--- src/rtl/cmvn_frame_sequencer.sv ---
// CMVN frame sequencer: walks every (frame, bin) element of a feature block.
// For each element it reads the raw feature, sends one request to the CMVN
// datapath, waits for the echoed result and writes it to the result buffer.
module cmvn_frame_sequencer #(
  parameter int unsigned NUM_BINS   = 20,
  parameter int unsigned NUM_FRAMES = 50,
  parameter int unsigned DW         = 32,
  parameter int unsigned AW         = 10,
  parameter int unsigned TIMEOUT    = 16
) (
  input  logic          clk,
  input  logic          rst_n,
  input  logic          start_i,
  input  logic          abort_i,
  output logic          busy_o,
  output logic          done_o,
  output logic          err_o,
  output logic          fb_rd_en_o,
  output logic [AW-1:0] fb_rd_addr_o,
  input  logic [DW-1:0] fb_rd_data_i,
  output logic          dp_req_o,
  output logic [DW-1:0] dp_data_o,
  output logic [4:0]    dp_bin_o,
  input  logic          dp_res_valid_i,
  input  logic [4:0]    dp_res_bin_i,
  input  logic [DW-1:0] dp_res_data_i,
  output logic          res_wr_en_o,
  output logic [AW-1:0] res_wr_addr_o,
  output logic [DW-1:0] res_wr_data_o
);

  localparam int unsigned BW = 5;
  localparam int unsigned FW = (NUM_FRAMES > 1) ? $clog2(NUM_FRAMES) : 1;
  localparam int unsigned TW = $clog2(TIMEOUT + 1);

  typedef enum logic [2:0] {
    S_IDLE     = 3'd0,
    S_FETCH    = 3'd1,
    S_WAIT_RD  = 3'd2,
    S_ISSUE    = 3'd3,
    S_WAIT_RES = 3'd4,
    S_WRITE    = 3'd5,
    S_DONE     = 3'd6
  } state_e;

  state_e state_q, state_d;

  logic [BW-1:0] bin_q, bin_d;
  logic [FW-1:0] frame_q, frame_d;
  logic [AW-1:0] addr_q, addr_d;
  logic [TW-1:0] tmo_q, tmo_d;
  logic          err_q, err_d;
  logic          valid_q;

  logic          busy_q, busy_d;
  logic          done_q, done_d;
  logic          fb_rd_en_q, fb_rd_en_d;
  logic [AW-1:0] fb_addr_q, fb_addr_d;
  logic          dp_req_q, dp_req_d;
  logic [DW-1:0] dp_data_q, dp_data_d;
  logic [BW-1:0] dp_bin_q, dp_bin_d;
  logic          res_wr_en_q, res_wr_en_d;
  logic [AW-1:0] res_addr_q, res_addr_d;
  logic [DW-1:0] res_data_q, res_data_d;

  logic start_ok_c;
  logic accept_c;
  logic bin_bad_c;
  logic tmo_hit_c;
  logic last_elem_c;

  // Event decode: a held-high valid only counts on its rising edge.
  assign start_ok_c  = (state_q == S_IDLE) && start_i && !abort_i;
  assign accept_c    = (state_q == S_WAIT_RES) && dp_res_valid_i && !valid_q;
  assign bin_bad_c   = accept_c && (dp_res_bin_i != bin_q);
  assign tmo_hit_c   = (state_q == S_WAIT_RES) && !accept_c &&
                       (tmo_q == TW'(TIMEOUT - 1));
  assign last_elem_c = (bin_q == BW'(NUM_BINS - 1)) &&
                       (frame_q == FW'(NUM_FRAMES - 1));

  // State register.
  always_ff @(posedge clk or negedge rst_n) begin
    if (!rst_n) state_q <= S_IDLE;
    else        state_q <= state_d;
  end

  // Next-state logic; abort overrides every transition.
  always_comb begin
    state_d = state_q;
    if (abort_i) begin
      state_d = S_IDLE;
    end else begin
      case (state_q)
        S_IDLE:     if (start_i) state_d = S_FETCH;
        S_FETCH:    state_d = S_WAIT_RD;
        S_WAIT_RD:  state_d = S_ISSUE;
        S_ISSUE:    state_d = S_WAIT_RES;
        S_WAIT_RES: begin
          if (accept_c)       state_d = bin_bad_c ? S_IDLE : S_WRITE;
          else if (tmo_hit_c) state_d = S_IDLE;
        end
        S_WRITE:    state_d = last_elem_c ? S_DONE : S_FETCH;
        S_DONE:     state_d = S_IDLE;
        default:    state_d = S_IDLE;
      endcase
    end
  end

  // Output and datapath next values; strobes follow the state being entered.
  always_comb begin
    bin_d       = bin_q;
    frame_d     = frame_q;
    addr_d      = addr_q;
    tmo_d       = tmo_q;
    err_d       = err_q;
    dp_data_d   = dp_data_q;
    dp_bin_d    = dp_bin_q;
    res_data_d  = res_data_q;
    res_addr_d  = res_addr_q;
    fb_addr_d   = fb_addr_q;
    busy_d      = 1'b0;
    done_d      = 1'b0;
    fb_rd_en_d  = 1'b0;
    dp_req_d    = 1'b0;
    res_wr_en_d = 1'b0;

    case (state_q)
      S_IDLE: begin
        if (start_ok_c) begin
          bin_d   = '0;
          frame_d = '0;
          addr_d  = '0;
          err_d   = 1'b0;
        end
      end
      S_WAIT_RD: dp_data_d = fb_rd_data_i;
      S_ISSUE:   tmo_d = '0;
      S_WAIT_RES: begin
        if (!abort_i) begin
          if (accept_c) begin
            res_data_d = dp_res_data_i;
            res_addr_d = addr_q;
          end else begin
            tmo_d = tmo_q + TW'(1);
          end
          if (bin_bad_c || tmo_hit_c) err_d = 1'b1;
        end
      end
      S_WRITE: begin
        if (!abort_i && !last_elem_c) begin
          addr_d = addr_q + AW'(1);
          if (bin_q == BW'(NUM_BINS - 1)) begin
            bin_d   = '0;
            frame_d = frame_q + FW'(1);
          end else begin
            bin_d = bin_q + BW'(1);
          end
        end
      end
      default: ;
    endcase

    if (state_d == S_FETCH) fb_addr_d = addr_d;
    if (state_d == S_ISSUE) dp_bin_d  = bin_q;

    busy_d      = (state_d != S_IDLE);
    done_d      = (state_d == S_DONE);
    fb_rd_en_d  = (state_d == S_FETCH);
    dp_req_d    = (state_d == S_ISSUE);
    res_wr_en_d = (state_d == S_WRITE);
  end

  // Counters, captured data and registered outputs.
  always_ff @(posedge clk or negedge rst_n) begin
    if (!rst_n) begin
      bin_q       <= '0;
      frame_q     <= '0;
      addr_q      <= '0;
      tmo_q       <= '0;
      err_q       <= 1'b0;
      valid_q     <= 1'b0;
      busy_q      <= 1'b0;
      done_q      <= 1'b0;
      fb_rd_en_q  <= 1'b0;
      fb_addr_q   <= '0;
      dp_req_q    <= 1'b0;
      dp_data_q   <= '0;
      dp_bin_q    <= '0;
      res_wr_en_q <= 1'b0;
      res_addr_q  <= '0;
      res_data_q  <= '0;
    end else begin
      bin_q       <= bin_d;
      frame_q     <= frame_d;
      addr_q      <= addr_d;
      tmo_q       <= tmo_d;
      err_q       <= err_d;
      valid_q     <= dp_res_valid_i;
      busy_q      <= busy_d;
      done_q      <= done_d;
      fb_rd_en_q  <= fb_rd_en_d;
      fb_addr_q   <= fb_addr_d;
      dp_req_q    <= dp_req_d;
      dp_data_q   <= dp_data_d;
      dp_bin_q    <= dp_bin_d;
      res_wr_en_q <= res_wr_en_d;
      res_addr_q  <= res_addr_d;
      res_data_q  <= res_data_d;
    end
  end

  assign busy_o        = busy_q;
  assign done_o        = done_q;
  assign err_o         = err_q;
  assign fb_rd_en_o    = fb_rd_en_q;
  assign fb_rd_addr_o  = fb_addr_q;
  assign dp_req_o      = dp_req_q;
  assign dp_data_o     = dp_data_q;
  assign dp_bin_o      = dp_bin_q;
  assign res_wr_en_o   = res_wr_en_q;
  assign res_wr_addr_o = res_addr_q;
  assign res_wr_data_o = res_data_q;

endmodule

--- config.mk ---
export PLATFORM = sky130hd
export DESIGN_NAME = cmvn_frame_sequencer
export DESIGN_NICKNAME = d
export VERILOG_FILES = /design/src/rtl/cmvn_frame_sequencer.sv
export SDC_FILE = /design/constraint.sdc
export NUM_CORES = 1
export LEC_CHECK = 0
export ABC_AREA = 1
export CAP_MARGIN = 10
export CORE_AREA = 3 3 133 135
export DETAILED_ROUTE_END_ITERATION = 10
export DIE_AREA = 0 0 136 138
export SLEW_MARGIN = 20
export SYNTH_ARGS = -nofsm -noshare
export SYNTH_HDL_FRONTEND = slang
export SYNTH_SLANG_ARGS = --single-unit
--- constraint.sdc ---
create_clock -name clk -period 2.2 [get_ports clk]
set_input_delay 0.44 -clock clk [delete_from_list [all_inputs] [get_ports clk]]
set_output_delay 0.44 -clock clk [all_outputs]
set_load 0.005 [all_outputs]
==> results by group <==
Power
  – P_leak: 3.73 nW
  – Pwr per Cell Area: 901 mW/mm²
  – Tot Pwr: 7.29 mW
  – Max IR drop VDD: 0.519 mV

Global route
  – Vias in the first global route: 4284
  – Pin count of the biggest net entering global routing: 39
  – Initial antenna violation count: 0
  – First-pass GRT wire length: 22200 µm
  – Grt total ovfl: 0
  – GRT Total Usage: 15.0%

Setup path
  – Critical path, cell by cell: ha_1, nand2_2, nor3_4, nand2_4, nand2_4, inv_6, nand2_8, nand2_4, buf_4, nand3_1, nand2_1
  – Arr. time, crit path: 2.23 ns
  – Crit Path Category: reg2reg
  – Worst Setup SP: bin_q[0]
  – WP buf/inv: 2
  – Worst endpoint required time: 2.50 ns
  – RR Startpoint: bin_q[0]
  – Maximum fanout along the worst path: 12
  – R2r setup slk: 0.28 ns
  – Crit. path cell count: 11
  – Worst reg2reg path endpoint: fb_rd_addr_o[6]
  – Worst R2R Path Depth: 11
  – CP top delay family: simple AND/OR/NAND/NOR gates
  – CP startpoint kind: register
  – Worst Setup EP: fb_rd_addr_o[6]
  – CP dominant cell by count: nand2_4
  – Delay of the slowest critical-path stage: 0.43 ns
  – CP Capture Type: register
  – Worst path slowest cell: dfrtp_1

Floorplan
  – Die Wd: 136 µm
  – Core box area: 0.0166 mm²
  – Die area: 0.0188 mm²
  – Row Count: 47
  – Chip height: 138 µm
  – Initial Utilization: 32.9%
  – Ports placed on the boundary: 169

Timing
  – RSZ-0062 raised after global routing: false
  – Final setup viols: 0
  – Maximum clock frequency: 0.520 GHz
  – Setup Skew: 0.00599 ns
  – Final setup TNS: 0 ns
  – Final period util: 87.5%
  – Max-slew violations: 0
  – Worst-margin pin slew: 0.476 ns
  – Fin. Hold Viols: 0
  – Tmin final: 1.92 ns
  – Slew headroom: 68.3%

CTS
  – CTS root buf: clkbuf_16
  – Clk sinks: 125
  – CTS Buf Count: 17
  – H-tree depth: 4
  – CTS Buffer Depth: 2
  – Setup Fix Bufs, Post-CTS: 0
  – Clock latency on the worst-skew pair: 0.42 ns
  – Clock-pin slew on the worst setup and hold paths: 0.06 ns
  – CTS tree: built

Synth
  – Synth Register Bits: 125
  – Top-area cell type share of the netlist area: 57.3%
  – Most used flip-flop cell after synthesis: dfrtp_1
  – Syn. warnings: 0
  – Avg Inst Size Synth: 10.6 µm²
  – Netlist Area Pre-Place: 0.00546 mm²
  – Number of synthesized flops with an enable pin: 0
  – Ys async rst share: 100%
  – Syn Inst Count: 517
  – Largest cells by area after synthesis: dfrtp_1 57%, mux2_2 13%, nand2_1 8.6%
  – Register area share after synthesis: 57.3%
  – Syn nets: 597
  – Post-synth top cells: 125 x dfrtp_1, 125 x nand2_1, 64 x mux2_2
  – Area leader, netlist: dfrtp_1
  – Unique cell type count in the Yosys netlist: 39

Detailed routing
  – Vias: 4238
  – DRT antenna net count: 0
  – Via density: 4.52
  – WL/cell: 14.6 µm
  – First-pass DRT Iterations: 4
  – Drt drc: 0
  – Iteration-0 DRC count of the detailed router: 167
  – Overall routed net length: 13700 µm

Outcome
  – Outcome: complete, no violations

Hold path
  – Hold Path Depth: 2
  – Hold crit path type: reg2reg
  – Hold_sp: dp_bin_o[2]

Cells and area
  – Filler instances: 1506
  – Layout net count: 786
  – Multi-input logic area: 0.00205 mm²
  – Fraction of layout cells with a size suffix above 1: 18.4%
  – # diodes: 0
  – Area Overhead vs Synth: 48.3%
  – Sequential cell area: 0.00313 mm²

Placement
  – Post-DP HPWL: 10100 µm
  – PortBufs: 168
  – Final GP Congestion: 0.859

Flow run
  – Max-cap viol count: 0
-- layout make-up --
class	count	share of cell area, %
clock buffers	20	5.64
clock inverters	11	1.76
inverters	52	2.47
multi-input cells	326	25.3
flip-flops and latches	125	38.7
well taps	220	3.40
repair buffers	184	22.7
-- worst min-delay path by stage --
| stage | endpoint |
|---|---|
| 2_1_floorplan | addr_q[0] |
| 3_3_place_gp | res_wr_data_o[12] |
| 3_5_place_dp | res_wr_data_o[14] |
| 4_1_cts | dp_bin_o[2] |
| 5_1_grt | dp_bin_o[2] |
| 6_report | dp_bin_o[2] |
-- cell usage in the layout (no fill, tap or decap), types with 5 or more instances in the layout --
cell type        count
nand4_1              5
ha_1                 6
nand3_1             40
nor2_1              14
nand2_1            123
buf_4               13
clkdlybuf4s50_1    167
xor2_1               7
clkbuf_16           17
mux2_2              64
inv_1               48
o21ai_0             31
dfrtp_1            125
-- power by group --
| part | total, mW | switching (mW) | internal [mW] |
|---|---|---|---|
| clock | 2.85 | 1.02 | 1.83 |
| combinational | 1.55 | 0.501 | 1.05 |
| sequential | 2.88 | 0.197 | 2.69 |
| total | 7.29 | 1.72 | 5.57 |
-- flip-flops by register name, indices dropped and copies added, names as in the netlist --
register       count
dp_data_o         32
res_wr_data_o     32
addr_q            10
fb_rd_addr_o      10
res_wr_addr_o     10
frame_q            6
bin_q              5
dp_bin_o           5
tmo_q              5
state_q            3
busy_o             1
done_o             1
dp_req_o           1
err_o              1
fb_rd_en_o         1
res_wr_en_o        1
valid_q            1
-- cell families after synthesis --
kind of cell	share of synthesized area [%]
and+or+nand+nor	16.8
DFF	57.3
buffers and inverters	5.30
muxes	13.4
AOI/OAI and AO/OA	4.49
xor gates and xnor gates	1.28
adders and majority gates	1.38
-- layer usage --
layer / track usage [%] / wire length (µm) / share of wire (%)
met4: 6.10 / 270 / 2.0
met2: 23.5 / 6370 / 47
met5: 0 / 0 / 0
met1: 18.8 / 5990 / 44
met3: 5.27 / 1050 / 7.7
-- timing repair --
item,in CTS,in global routing
hold buffers,1,0
hold endpoints to repair,32,0
setup endpoints to repair,0,7
resized for setup,0,1
-- worst register-to-register path: stages, from the launching register on --
cell,delay (ns)
dfrtp_1,0.43
ha_1,0.24
nand2_2,0.08
nor3_4,0.24
nand2_4,0.10
nand2_4,0.13
inv_6,0.07
nand2_8,0.07
nand2_4,0.10
buf_4,0.19
nand3_1,0.10
nand2_1,0.06
-- per-stage QoR --
step	worst slack (ns)	std cells	hold WS, ns	util, %	cell area [µm²]
3_3_place_gp	0.0865	906	0.442	45.1	7480
5_1_grt	0.0812	938	0.488	48.8	8090
3_5_place_dp	0.00597	906	0.437	45.1	7480
2_1_floorplan	0.516	517	0.144	-	5460
4_1_cts	0.185	938	0.474	48.8	8090
6_report	0.276	938	0.470	48.8	8090
Note: power is estimated with default switching activity, not from simulation.
